[src/rtl/display_scan_driver.sv]
// display_scan_driver
//   Four-digit multiplexed 7-segment driver. A 14-bit binary score is latched
//   on load (saturated to 9999), converted to BCD with a sequential
//   shift-add-3 engine (one bit per cycle), then committed to the display
//   digit registers in a single edge. A free-running prescaler steps the
//   digit slot select so the anode decoder scans the four digits.
// Ports:
//   clk          system clock, rising edge
//   reset        synchronous, active-high
//   load         request to display value_in (pulse or level)
//   value_in     14-bit unsigned value
//   blank_lz     1 = blank leading zeros (ones digit never blanks)
//   busy         conversion in progress; load ignored while high
//   counter_out  digit slot select, 0 = ones digit
//   seg          active-low segments {g,f,e,d,c,b,a}
//   dp           active-low decimal point, always off
module display_scan_driver #(
  parameter int REFRESH_DIV = 100000
) (
  input  logic        clk,
  input  logic        reset,
  input  logic        load,
  input  logic [13:0] value_in,
  input  logic        blank_lz,
  output logic        busy,
  output logic [1:0]  counter_out,
  output logic [6:0]  seg,
  output logic        dp
);

  localparam int            PW   = $clog2(REFRESH_DIV);
  localparam logic [PW-1:0] PMAX = PW'(REFRESH_DIV - 1);

  typedef enum logic [1:0] {S_IDLE, S_CONVERT, S_COMMIT} state_t;

  state_t          r_state, w_state_nxt;
  logic [PW-1:0]   r_presc;
  logic [1:0]      r_slot;
  logic [13:0]     r_bin;
  logic [15:0]     r_bcd;
  logic [3:0]      r_bitcnt;
  logic [3:0][3:0] r_dig;

  logic [13:0]     w_sat;
  logic [15:0]     w_bcd_adj;
  logic [15:0]     w_bcd_shift;
  logic [3:0]      w_digit;
  logic            w_blank;

  // Scan prescaler and slot counter; independent of the converter.
  always_ff @(posedge clk) begin
    if (reset) begin
      r_presc <= '0;
      r_slot  <= 2'd0;
    end else if (r_presc == PMAX) begin
      r_presc <= '0;
      r_slot  <= r_slot + 2'd1;
    end else begin
      r_presc <= r_presc + 1'b1;
    end
  end

  assign counter_out = r_slot;

  // Converter FSM
  always_ff @(posedge clk) begin
    if (reset) r_state <= S_IDLE;
    else       r_state <= w_state_nxt;
  end

  always_comb begin
    w_state_nxt = r_state;
    case (r_state)
      S_IDLE:    if (load) w_state_nxt = S_CONVERT;
      S_CONVERT: if (r_bitcnt == 4'd13) w_state_nxt = S_COMMIT;
      S_COMMIT:  w_state_nxt = S_IDLE;
      default:   w_state_nxt = S_IDLE;
    endcase
  end

  assign busy  = (r_state != S_IDLE);
  assign w_sat = (value_in > 14'd9999) ? 14'd9999 : value_in;

  // Double dabble step: add 3 to any nibble >= 5, then shift in the next MSB.
  always_comb begin
    w_bcd_adj = r_bcd;
    for (int i = 0; i < 4; i++)
      if (r_bcd[4*i +: 4] >= 4'd5) w_bcd_adj[4*i +: 4] = r_bcd[4*i +: 4] + 4'd3;
  end

  assign w_bcd_shift = {w_bcd_adj[14:0], r_bin[13]};

  always_ff @(posedge clk) begin
    if (reset) begin
      r_bin    <= '0;
      r_bcd    <= '0;
      r_bitcnt <= '0;
      r_dig    <= '0;
    end else begin
      case (r_state)
        S_IDLE: if (load) begin
          r_bin    <= w_sat;
          r_bcd    <= '0;
          r_bitcnt <= '0;
        end
        S_CONVERT: begin
          r_bcd    <= w_bcd_shift;
          r_bin    <= {r_bin[12:0], 1'b0};
          r_bitcnt <= r_bitcnt + 4'd1;
        end
        S_COMMIT: r_dig <= r_bcd;  // all four digits change in one edge
        default: ;
      endcase
    end
  end

  // Segment output: selected digit, blanked if it and all higher digits are 0.
  assign w_digit = r_dig[r_slot];

  always_comb begin
    w_blank = 1'b0;
    case (r_slot)
      2'd1:    w_blank = (r_dig[3] == 4'd0) && (r_dig[2] == 4'd0) && (r_dig[1] == 4'd0);
      2'd2:    w_blank = (r_dig[3] == 4'd0) && (r_dig[2] == 4'd0);
      2'd3:    w_blank = (r_dig[3] == 4'd0);
      default: w_blank = 1'b0;
    endcase
    w_blank = w_blank && blank_lz;
  end

  always_comb begin
    seg = 7'b1111111;
    if (!w_blank) begin
      case (w_digit)
        4'd0:    seg = 7'b1000000;
        4'd1:    seg = 7'b1111001;
        4'd2:    seg = 7'b0100100;
        4'd3:    seg = 7'b0110000;
        4'd4:    seg = 7'b0011001;
        4'd5:    seg = 7'b0010010;
        4'd6:    seg = 7'b0000010;
        4'd7:    seg = 7'b1111000;
        4'd8:    seg = 7'b0000000;
        4'd9:    seg = 7'b0010000;
        default: seg = 7'b1111111;
      endcase
    end
  end

  assign dp = 1'b1;

endmodule

[config.mk]
export PLATFORM = sky130hd
export DESIGN_NAME = display_scan_driver
export DESIGN_NICKNAME = d
export VERILOG_FILES = /design/src/rtl/display_scan_driver.sv
export SDC_FILE = /design/constraint.sdc
export NUM_CORES = 1
export LEC_CHECK = 0
export CAP_MARGIN = 20
export CORE_UTILIZATION = 62
export DETAILED_ROUTE_END_ITERATION = 16
export GPL_ROUTABILITY_DRIVEN = 1
export GPL_TIMING_DRIVEN = 0
export PLACE_DENSITY = 0.84
export SYNTH_ARGS = -nofsm -noshare
export SYNTH_HDL_FRONTEND = slang
export SYNTH_SLANG_ARGS = --single-unit
[constraint.sdc]
create_clock -name clk -period 3.4 [get_ports clk]
set_input_delay 0.51 -clock clk [delete_from_list [all_inputs] [get_ports clk]]
set_output_delay 0.51 -clock clk [all_outputs]
set_load 0.01 [all_outputs]
==> flow_metrics.py <==
metrics = {
    "status": {
        "status": "complete, no violations",
    },
    "cts": {
        "numCtsBuffers": 9,
        "cts_resized": 0,
        "postCtsSetupBuffers": 0,
        "clkTransAtPathRegs_ps": 80,
        "cts_root_buf": "clkbuf_8",
        "hold_buffers": 0,
        "insertion_delay_ps": 350,
        "cts_tree": "yes",
        "cts_sinks": 71,
        "cts_max_level": 3,
        "clockBufferDepth": 2,
    },
    "finish": {
        "nets": 505,
        "instances_no_fill": 544,
        "drive_gt1_share_pct": 7.63,
        "syn_to_final_growth_pct": 16.9,
        "fin_area_mm2": 0.00416,
        "antenna-diode-count": 0,
    },
    "synth": {
        "yosys.area.top_type_share_pct": 40.0,
        "ys_types": 44,
        "synth-edff-count": 0,
        "yosys_warnings": 0,
        "syn-instance-count": 428,
        "synth_area_leader_cell": "dfxtp_1",
        "synth_nets": 466,
        "synthTopCellsByArea": "dfxtp_1 (40%), nor2_1 (7.2%), ha_1 (7.0%), nand2_1 (5.4%), a21oi_1 (5.3%)",
        "yosysSeqAreaShare_pct": 40.0,
        "ys_ff_latch": 71,
        "postSynth.asyncResetShare_pct": 0,
        "synth_top_flop_cell": "dfxtp_1",
        "syn-cell-area_mm2": 0.00356,
        "avgSynthCellArea_um2": 8.31,
    },
    "timing": {
        "period_minus_slack_ps": 3270,
        "finalCritPeriodShare_pct": 96.2,
        "fmax_ghz": 0.306,
        "finalHoldViolations": 0,
        "tightest_slew_ps": 525,
        "drv_slew": 0,
        "slew_headroom_pct": 65.0,
        "setup_viol": 0,
        "whs_ps": 442,
        "skew_ps": 11.5,
    },
    "floorplanning": {
        "die_h_um": 77.7,
        "core_mm2": 0.00551,
        "row_count": 27,
        "start_util_pct": 64.6,
        "boundaryPins": 29,
        "die_area_mm2": 0.00604,
        "die_w_um": 77.7,
    },
    "grt": {
        "grt.busiest_layer": "met2",
        "grt_pass1_vias": 3057,
        "met1_usage_pct": 33.8,
        "grt_pass1_wl_um": 13500,
        "grtUsageMet3_pct": 6.47,
        "grt_usage_pct": 28.5,
        "antenna_found_initial": 0,
        "gr-total-overflow": 0,
        "grt_use_met2_pct": 49.6,
        "grt_max_degree": 13,
    },
    "place": {
        "hpwlAfterDp_um": 5490,
        "place_area_mm2": 0.00392,
        "place.gp.congestion": 0.832,
        "port_buffers": 27,
        "dp.cells": 527,
    },
    "critical_path": {
        "crit_fanout": 6,
        "required_ps": 2890,
        "cp_cell_sequence": "buf_6, mux4_2, inv_1, ha_1, a21oi_1, nor2_1, o21ai_0, clkdlybuf4s50_1",
        "cp_top_family": "buffers and inverters",
        "critPathMaxStageDelay_ps": 580,
        "crit_buf_inv": 3,
        "cp.arrival_ps": 2760,
        "crit_slowest_cell": "mux4_2",
        "critPathKind": "reg2out",
        "critPathCaptureType": "output port",
        "start_kind": "flop",
    },
    "power": {
        "seqPwrFrac_pct": 48.9,
        "p_int_mw": 1.36,
        "ir_drop_v": 0.000291,
        "switching_share_pct": 23.1,
        "total_power_mw": 1.77,
        "power.share.clock_pct": 43.9,
        "pwr-share-comb_pct": 7.2,
        "p_per_area_mw_per_mm2": 425,
        "leakage_nw": 1.54,
        "p_sw_mw": 0.409,
    },
    "detailed_routing": {
        "wl_um": 7820,
        "wl_per_cell_um": 14.4,
        "ant_nets": 0,
        "via_per_inst": 5.68,
        "drc": 0,
        "via_count": 3092,
        "drt_iter0_drc": 217,
        "drtPass1Iterations": 5,
    },
    "min_path": {
        "hold_class": "reg2reg",
    },
    "flow_run": {
        "cap_violations": 0,
    },
}
==> area by class of cell <==
cell class | count | area [µm²]
Multi-Input combinational cell | 315 | 1930
Clock inverter | 5 | 80.1
Sequential cell | 71 | 1420
Tap cell | 72 | 90.1
Timing Repair Buffer | 28 | 278
Clock buffer | 11 | 151
Buffer | 22 | 130
Inverter | 20 | 75.1
Fill cell | 414 | 1350
==> path summary, 6_finish.rpt <==
kind | endpoint | slack [ps] | from | depth (start not counted)
worst max register to register | r_presc[4] | 1610 | r_presc[0] | 8
worst min register to register | r_presc[0] | 440 | r_presc[0] | 1
worst max-delay path | seg[3] | 130 | counter_out[0] | 8
worst min-delay path | r_presc[0] | 440 | r_presc[0] | 1
==> state kept, by name, summed over array words and instances (netlist names) <==
register / flops
r_dig: 16
r_presc: 17
r_bcd: 16
r_state: 2
r_bitcnt: 4
counter_out: 2
r_bin: 14
==> per-stage QoR <==
stage                     setup TNS (ps)  setup slack (ps)  utilization [%]
after CTS                              0               128             75.3
after detailed placement               0               515             71.1
final                                  0               129             75.5
after floorplan                        0               955                -
after global placement                 0               552             71.1
after global routing               -4.35             -4.35             75.5
==> worst register-to-register path: stages, from the launching register on <==
cell     delay (ps)
dfxtp_1         350
ha_1            230
and3_1          240
nand4_1         150
nor4_4          250
or2_1           160
buf_6           130
buf_12          120
nor2_1           50
==> power groups by stage <==
stage               clock (mW)  combinational (mW)  sequential [mW]
floorplan                    0              0.0792            0.879
global placement             0               0.122            0.882
detailed placement           0               0.126            0.882
CTS                      0.777               0.127            0.863
global route             0.821               0.140            0.866
finish                   0.777               0.127            0.864
==> per-layer routing <==
layer  vias up  part of all wire (%)
li1       1544                     -
met3        12                   4.2
met4         0                   1.1
met2        69                    51
met5         -                     0
met1      1467                    44
==> cells in the mapped netlist (2+ instances only) <==
cell type / count
a21o_1: 3
a21oi_1: 38
a222oi_1: 6
a22oi_1: 6
a32oi_1: 3
and3_1: 6
and4_1: 2
buf_2: 4
buf_6: 3
clkbuf_1: 13
dfxtp_1: 71
ha_1: 20
inv_1: 20
mux2i_1: 2
mux4_2: 4
nand2_1: 51
nand2b_1: 7
nand3_1: 14
nand4_1: 5
nor2_1: 68
nor2b_1: 3
nor3_1: 7
nor3b_1: 6
nor4_1: 8
o211ai_1: 3
o21ai_0: 15
or2_2: 2
xnor2_1: 15
xor2_1: 8
==> cell families after synthesis <==
group | Yosys count | synth area share [%]
simple gates | 187 | 25.0
flops | 71 | 40.0
fa+ha+maj | 20 | 7.04
other cells | 1 | 0.105
mux | 6 | 3.10
buf+inv | 42 | 5.77
xor+xnor | 23 | 5.67
compound gates | 78 | 13.3
==> layout by cell type (no fill, tap or decap), types with 3 or more instances in the layout <==
cell | Yosys | layout
a21o_1 | 3 | 3
a21oi_1 | 38 | 38
a222oi_1 | 6 | 6
a22oi_1 | 6 | 6
a32oi_1 | 3 | 3
and3_1 | 6 | 6
buf_2 | 4 | 4
buf_6 | 3 | 3
clkbuf_1 | 13 | 13
clkbuf_8 | 0 | 11
clkdlybuf4s50_1 | 0 | 27
dfxtp_1 | 71 | 71
ha_1 | 20 | 20
inv_1 | 20 | 20
mux4_2 | 4 | 4
nand2_1 | 51 | 51
nand2b_1 | 7 | 7
nand3_1 | 14 | 14
nand4_1 | 5 | 5
nor2_1 | 68 | 68
nor2b_1 | 3 | 3
nor3_1 | 7 | 7
nor3b_1 | 6 | 6
nor4_1 | 8 | 8
o211ai_1 | 3 | 3
o21ai_0 | 15 | 15
xnor2_1 | 15 | 15
xor2_1 | 8 | 8
(Power assumes the default switching activity.)
